**src/rtl/game_sequencer.sv**
```systemverilog
// -----------------------------------------------------------------------------
// game_sequencer
// Match sequencer for the pong game. It decides when the ball may move, when it
// is held at the centre and which way the next serve goes. It also counts
// points from the datapath's miss pulses, holds both scores and declares the
// winner.
//
// Ports
//   clk, rst        system clock, synchronous active-high reset
//   timing_tick     one-cycle frame pulse shared with the ball datapath
//   start_btn       debounced start level (rising edge detected here)
//   miss_left/right one-cycle pulses: ball left the field on that side
//   ball_enable     1 = datapath may advance the ball on timing_tick
//   ball_recenter   1 = datapath holds the ball at screen centre
//   serve_right     direction of the next serve (1 = right)
//   score_left/right  player scores
//   game_state      FSM state (IDLE=0 SERVE_WAIT=1 PLAY=2 POINT=3 GAME_OVER=4)
//   game_over       1 while in GAME_OVER
//   winner_left     valid while game_over=1; 1 = left player won
//
// Handshake: there is no valid/ready pairing here. Every input is a level or a
// one-cycle pulse sampled on the rising clk edge, and every output is a
// register that updates on the same edge as the state register.
// -----------------------------------------------------------------------------
module game_sequencer #(
    parameter int WIN_SCORE   = 11,
    parameter int SCORE_W     = 4,
    parameter int SERVE_DELAY = 120,
    parameter int DLY_W       = 8
) (
    input  logic               clk,
    input  logic               rst,
    input  logic               timing_tick,
    input  logic               start_btn,
    input  logic               miss_left,
    input  logic               miss_right,
    output logic               ball_enable,
    output logic               ball_recenter,
    output logic               serve_right,
    output logic [SCORE_W-1:0] score_left,
    output logic [SCORE_W-1:0] score_right,
    output logic [2:0]         game_state,
    output logic               game_over,
    output logic               winner_left
);

    typedef enum logic [2:0] {
        S_IDLE       = 3'd0,
        S_SERVE_WAIT = 3'd1,
        S_PLAY       = 3'd2,
        S_POINT      = 3'd3,
        S_GAME_OVER  = 3'd4
    } state_t;

    state_t             state;
    state_t             state_d;
    logic               start_q;
    logic               start_rise;
    logic [DLY_W-1:0]   dly_cnt;
    logic               delay_done;
    logic               enable_d;
    logic               recenter_d;
    logic               game_over_d;

    assign start_rise = start_btn & ~start_q;
    // Last tick of the serve delay; the state leaves SERVE_WAIT on this tick.
    assign delay_done = timing_tick && (dly_cnt == DLY_W'(SERVE_DELAY - 1));
    assign game_state = state;

    // ---------------- next-state logic ----------------
    always_comb begin
        state_d = state;
        case (state)
            S_IDLE: begin
                if (start_rise) state_d = S_SERVE_WAIT;
            end
            S_SERVE_WAIT: begin
                if (delay_done) state_d = S_PLAY;
            end
            S_PLAY: begin
                // Simultaneous misses are a replay: straight back to serving.
                if (miss_left && miss_right)     state_d = S_SERVE_WAIT;
                else if (miss_left || miss_right) state_d = S_POINT;
            end
            S_POINT: begin
                if (score_left == SCORE_W'(WIN_SCORE) ||
                    score_right == SCORE_W'(WIN_SCORE))
                    state_d = S_GAME_OVER;
                else
                    state_d = S_SERVE_WAIT;
            end
            S_GAME_OVER: begin
                if (start_rise) state_d = S_SERVE_WAIT;
            end
            default: state_d = S_IDLE;
        endcase
    end

    // ---------------- output decode (from the next state) ----------------
    // Decoding state_d and registering the result keeps the outputs aligned
    // with the state register while still coming straight from flops.
    always_comb begin
        enable_d    = (state_d == S_PLAY);
        recenter_d  = (state_d != S_PLAY);
        game_over_d = (state_d == S_GAME_OVER);
    end

    // ---------------- state and output registers ----------------
    always_ff @(posedge clk) begin
        if (rst) begin
            state         <= S_IDLE;
            ball_enable   <= 1'b0;
            ball_recenter <= 1'b1;
            game_over     <= 1'b0;
            start_q       <= 1'b0;
        end else begin
            state         <= state_d;
            ball_enable   <= enable_d;
            ball_recenter <= recenter_d;
            game_over     <= game_over_d;
            start_q       <= start_btn;
        end
    end

    // ---------------- serve-delay counter ----------------
    always_ff @(posedge clk) begin
        if (rst) begin
            dly_cnt <= '0;
        end else if (state_d == S_SERVE_WAIT && state != S_SERVE_WAIT) begin
            // Every entry into SERVE_WAIT starts a fresh delay.
            dly_cnt <= '0;
        end else if (state == S_SERVE_WAIT && timing_tick) begin
            dly_cnt <= delay_done ? '0 : dly_cnt + DLY_W'(1);
        end
    end

    // ---------------- scores, serve direction, winner ----------------
    always_ff @(posedge clk) begin
        if (rst) begin
            score_left  <= '0;
            score_right <= '0;
            serve_right <= 1'b1;
            winner_left <= 1'b0;
        end else begin
            case (state)
                S_IDLE, S_GAME_OVER: begin
                    if (start_rise) begin
                        score_left  <= '0;
                        score_right <= '0;
                        serve_right <= 1'b1;
                    end
                end
                S_PLAY: begin
                    // The next serve goes toward the player who conceded.
                    if (miss_left && !miss_right) begin
                        score_right <= score_right + SCORE_W'(1);
                        serve_right <= 1'b0;
                    end else if (miss_right && !miss_left) begin
                        score_left  <= score_left + SCORE_W'(1);
                        serve_right <= 1'b1;
                    end
                end
                S_POINT: begin
                    if (score_left == SCORE_W'(WIN_SCORE))
                        winner_left <= 1'b1;
                    else if (score_right == SCORE_W'(WIN_SCORE))
                        winner_left <= 1'b0;
                end
                default: ;
            endcase
        end
    end

endmodule
```
**config.mk**
```make
export PLATFORM = sky130hd
export DESIGN_NAME = game_sequencer
export DESIGN_NICKNAME = d
export VERILOG_FILES = /design/src/rtl/game_sequencer.sv
export SDC_FILE = /design/constraint.sdc
export NUM_CORES = 1
export LEC_CHECK = 0
export BUFFER_PORTS_ARGS = -buffer_cell sky130_fd_sc_hd__buf_2
export CAP_MARGIN = 0
export CELL_PAD_IN_SITES_DETAIL_PLACEMENT = 2
export CELL_PAD_IN_SITES_GLOBAL_PLACEMENT = 2
export CORE_UTILIZATION = 36
export DETAILED_ROUTE_END_ITERATION = 8
export MAX_ROUTING_LAYER = met4
export PLACE_DENSITY_LB_ADDON = 0.05
export SLEW_MARGIN = 20
export SYNTH_ARGS = -nofsm -noshare
export SYNTH_HDL_FRONTEND = slang
export SYNTH_SLANG_ARGS = --single-unit
```
**constraint.sdc**
```tcl
create_clock -name clk -period 2.6 [get_ports clk]
set_input_delay 0.13 -clock clk [delete_from_list [all_inputs] [get_ports clk]]
set_output_delay 0.13 -clock clk [all_outputs]
set_load 0.02 [all_outputs]
```
Yosys cells after proc, flatten, opt, wreduce, memory -nomap -nowiden. Index checks and enable logic that the tools add are counted. Widths: inputs -> output; s select.

Add/subtract/negate cells: 3. $lt $le $gt $ge: 0. Div/mod/pow operators: 0. Multipliers: 0. Shift-type cells: 0. Reductions and logical operators: 19. Bitwise gates (word level): 2. Eq/ne operators: 17. Multiplexer cells: 19.

Operators with widths (count): $mux 4 (4); $pmux 4 s2 (2); $mux 3 (5); $pmux 3 s4 (1); $eq 3x2->1 const B (3); $add 4x1->4 const B (2); $add 8x1->8 const B (1); $eq 4x4->1 const B (2); $eq 8x7->1 const B (1); $mux 8 (1); $eq 3x1->1 const B (2); $eq 3x3->1 const B (2); $logic_and 1x1->1 (6); $ne 2x2->1 const B (3); $reduce_and 3->1 (2); $mux 1 (5); $reduce_and 4->1 (1); $reduce_bool 2->1 (2); $reduce_or 2->1 (2); $logic_not 3->1 (1); $ne 3x1->1 const B (1); $ne 3x2->1 const B (1); $ne 3x3->1 const B (1); $logic_not 1->1 (2); 6 further kinds (7).

RAM bits: 0. Logic and storage cells: 70. Input port bits: 6. Bits in latches: 0. Output and inout port bits: 16. Memories kept: 0. Bits in read-only memories: 0. Register bits after elaboration: 25.

Depth between registers and ports, before layout.
Word-level depth: 7. Depth in mapped cells: 6. Gate-level depth less buffers: 6.

Worst setup path after synthesis. Ideal clock, no wire load.

Kind: flip-flop to flip-flop. From: register state[1] (netlist: game_state[1]). To: register score_left[3]. Setup time: 0.070 ns. Arrival time: 1.475 ns. Clock period less this slack: 1.545 ns. Buffers on the path: 1. Cell stages (with the launch flop): 6. Path slack: 1.055 ns. Data required time: 2.530 ns. Cells stage by stage: dfxtp_1 nor3b_2 buf_6 nand3b_4 or3_1 a21oi_1.

Word-level cells in the longest chain between the ends: 4. Elaborated cells on any way between the ends: 10. Those cells by class: eq/ne: 5; mux: 1; reduce/logical: 4.

RTL lines: from (decl) (RTL line 55) `state_t state;`; from (signal assigned) (RTL line 117) `state <= state_d;`; $eq 3x3->1 or $logic_not 3->1 (tied branches) (RTL line 145) `case (state)`; $reduce_or 2->1 (no line); $ne 2x1->1 (no line) or $reduce_bool 2->1 (tied branches); $reduce_and 4->1 (no line); to (signal assigned) (RTL line 159) `score_left <= score_left + SCORE_W'(1);`; to (decl) (RTL line 40) `output logic [SCORE_W-1:0] score_left,`.

Parallel ways exist; a longest one is shown, timed or not. A chain may end at the register's enable or synchronous reset.

Worst setup path in the final report.
From: register state[0] (netlist: game_state[0]). To: register dly_cnt[1].

Word-level cells in the longest chain between the ends: 6. Elaborated cells on any way between the ends: 16. Those cells by class: eq/ne: 6; mux: 5; reduce/logical: 5.

RTL lines: $eq 3x3->1 (tied with other cells) (RTL line 73) `case (state)`; $reduce_or 2->1 (no line) or $mux 3 (tied branches); $pmux 3 s4 (RTL line 73); $eq 3x1->1 (RTL line 129) `end else if (state_d == S_SERVE_WAIT && state != S_SERVE_WAIT) begin`; $logic_and 1x1->1 (RTL line 129); $reduce_or 2->1 (no line); to (signal assigned) (RTL line 133) `dly_cnt <= delay_done ? '0 : dly_cnt + DLY_W'(1);`; to (decl) (RTL line 59) `logic [DLY_W-1:0] dly_cnt;`.

Parallel ways exist; a longest one is shown, timed or not.

==> flow_summary.json <==
{
  "timing.critical_path.fanout_max": 9,
  "drc": 0,
  "ys_warn_count": 0,
  "cp-end-kind": "flop",
  "numCtsBuffers": 3,
  "setup_violations": 0,
  "grt_usage": 0.198,
  "hold_depth": 3,
  "pwr-share-seq": 0.628,
  "yosysTopAreaCell": "dfxtp_1",
  "clock_latency_ns": 0.32,
  "setup_tns_ns": 0,
  "wl_per_cell_um": 15.7,
  "power_frac_comb": 0.087,
  "cellPowerDensity_nw_per_um2": 435,
  "synth_top_area_frac": 0.400,
  "p_total_uw": 622,
  "slew_violations": 0,
  "first_iter_violations": 42,
  "die_h_um": 60.9,
  "grt_pass1_wl_um": 5200,
  "period_share": 0.705,
  "grt_pass1_vias": 1100,
  "p_switching_uw": 157,
  "slowest_stage": "nor4b_1",
  "place_inst": 198,
  "h-tree-depth": 1,
  "yosysSeqAreaShare": 0.400,
  "placed_area_um2": 1410,
  "skew_ns": 0.00687,
  "synth_flop_cell": "dfxtp_1",
  "swShare": 0.252,
  "synth_area_leaders": "dfxtp_1, ha_1, xor2_1",
  "p_int_uw": 465,
  "slew-limit-headroom": 0.616,
  "first_pass_iters": 4,
  "synth_cell_types": 39,
  "max_freq_mhz": 546,
  "start_util": 0.375,
  "status": "completed",
  "synth_seq_cells": 25,
  "portBuffers": 21,
  "fill_cells": 402,
  "postSynth.asyncResetShare": 0,
  "clkPwrFrac": 0.285,
  "place_hpwl_um": 2470,
  "fin_nets": 170,
  "holdPathEnd": "start_q",
  "period_minus_slack_ns": 1.83,
  "critPathLaunchType": "flop",
  "cts.repair.resized": 0,
  "cts-root-buf": "clkbuf_4",
  "cp.required_ns": 2.80,
  "wl_um": 3180,
  "syn-instance-count": 132,
  "worstPathCellList": "nor4b_1 > a211oi_1 > nor4b_4 > nor3_1",
  "worst-r2r-setup-slack_ns": 0.77,
  "maxCapViolCount": 0,
  "cpPeakStageDelay_ns": 0.51,
  "final_cells": 202,
  "ios": 22,
  "rows": 21,
  "postCtsSetupBuffers": 0,
  "reg2reg_depth": 4,
  "critPathKind": "reg -> reg",
  "cts_max_path_buffers": 2,
  "drtAntennaViolNets": 0,
  "cts-hold-fix-buffers": 0,
  "worst_hold_startpoint": "start_btn",
  "layout-drive-gt1-share": 0.224,
  "netlist_area_um2": 1250,
  "clk_pin_slew_ns": 0.14,
  "via_count": 1102,
  "dieWidth_um": 60.9,
  "hold_violations": 0,
  "arrival_ns": 2.03,
  "grt_overflow": 0,
  "insertedDiodeCount": 0,
  "core_area_um2": 3340,
  "antenna_found_initial": 0,
  "finalInstanceArea_um2": 1430,
  "r2r-start": "game_state[0]",
  "rsz0062_at_grt": "no",
  "grt_max_degree": 17,
  "worst_pin_slew_ns": 0.575,
  "cts_tree": "done",
  "synth_commonest_cells": "dfxtp_1, a21oi_1, nand3_1, nor2_1, nor3_1",
  "globalplace.congestion": 0.766,
  "area_growth_pct": 14.5,
  "syn-num-nets": 145,
  "drt-vias-per-instance": 5.46,
  "synth-edff-count": 0,
  "leakage_uw": 0.000607,
  "yosysMostFrequentCell": "dfxtp_1",
  "hp-class": "in -> reg",
  "cts.sinks": 25,
  "die_area_um2": 3710,
  "synth.avg_cell_area_um2": 9.47,
  "r2r_end": "dly_cnt[1]",
  "peakVddDrop_v": 0.000131
}
## worst max-delay path by stage
| stage | slack [ns] | startpoint | end | cells past startpoint |
|---|---|---|---|---|
| 3_3_place_gp | 0.91 | game_state[1] | dly_cnt[3] | 5 |
| 5_1_grt | 0.65 | game_state[0] | dly_cnt[1] | 4 |
| 6_report | 0.77 | game_state[0] | dly_cnt[1] | 4 |
| 2_1_floorplan | 1.06 | game_state[1] | score_left[3] | 5 |
| 3_5_place_dp | 0.80 | game_state[0] | dly_cnt[1] | 4 |
| 4_1_cts | 0.77 | game_state[0] | dly_cnt[1] | 4 |
## placed cells by master, fill, tap and decap left out, types with 2 or more instances in the layout
master / count
inv_1: 4
a21oi_1: 10
nor3_1: 8
or3_1: 2
clkbuf_4: 3
nand3_1: 10
and4_1: 2
o21ai_0: 3
dfxtp_1: 25
nor2_1: 8
nand3b_1: 4
nand2b_1: 3
or2_2: 2
nand2_1: 6
nand4_1: 4
nand4b_1: 2
and4bb_2: 2
nor2b_1: 2
and3_1: 2
xor2_1: 7
ha_1: 7
buf_2: 21
## registers in the layout, indices dropped and copies added, names as in the netlist
register / cells
dly_cnt: 8
score_left: 4
score_right: 4
game_state: 3
ball_enable: 1
ball_recenter: 1
game_over: 1
serve_right: 1
start_q: 1
winner_left: 1
## logic make-up after synthesis
family          share of synthesized area
compound gates                      0.101
xor+xnor                           0.0561
fa+ha+maj                          0.0701
buf+inv                            0.0240
flops                               0.400
mux                               0.00801
simple gates                        0.340
## cell type report
cell class	instances	area, um2	share of cell area
Tap cell	46	57.6	0.0402
Multi-Input combinational cell	101	719	0.503
Clock buffer	4	26.3	0.0184
Timing Repair Buffer	22	113	0.0787
Inverter	4	15.0	0.0105
Sequential cell	25	500	0.350
## power groups by stage
stage               clock [uW]  combinational (uW)  sequential (uW)
floorplan                    0                33.2              400
global placement             0                52.0              399
detailed placement           0                54.0              399
CTS                        189                54.6              391
global route               208                60.3              392
finish                     177                53.9              391
## per-stage QoR
step / utilization / hold WS, ns / setup slack (ns)
final: 0.429 / 0.0853 / 0.767
after global routing: 0.429 / 0.0973 / 0.649
after CTS: 0.429 / 0.0796 / 0.768
after detailed placement: 0.421 / 0.426 / 0.799
after global placement: 0.421 / 0.410 / 0.914
after floorplan: - / 0.202 / 1.06
## metal layers
metal	up-vias	wire (um)	global-route usage
li1	528	-	-
met1	543	1510	0.261
met2	29	1550	0.317
met3	2	104	0.0256
met4	0	19	0.0584
met5	-	0	-
## worst max-delay path: cells and delay by family, from the launching register on
kind               cells  cell delay [ns]
and+or+nand+nor        3             1.14
AOI/OAI and AO/OA      1             0.15
DFF                    1             0.42
Power figures use the tool's default switching activity.
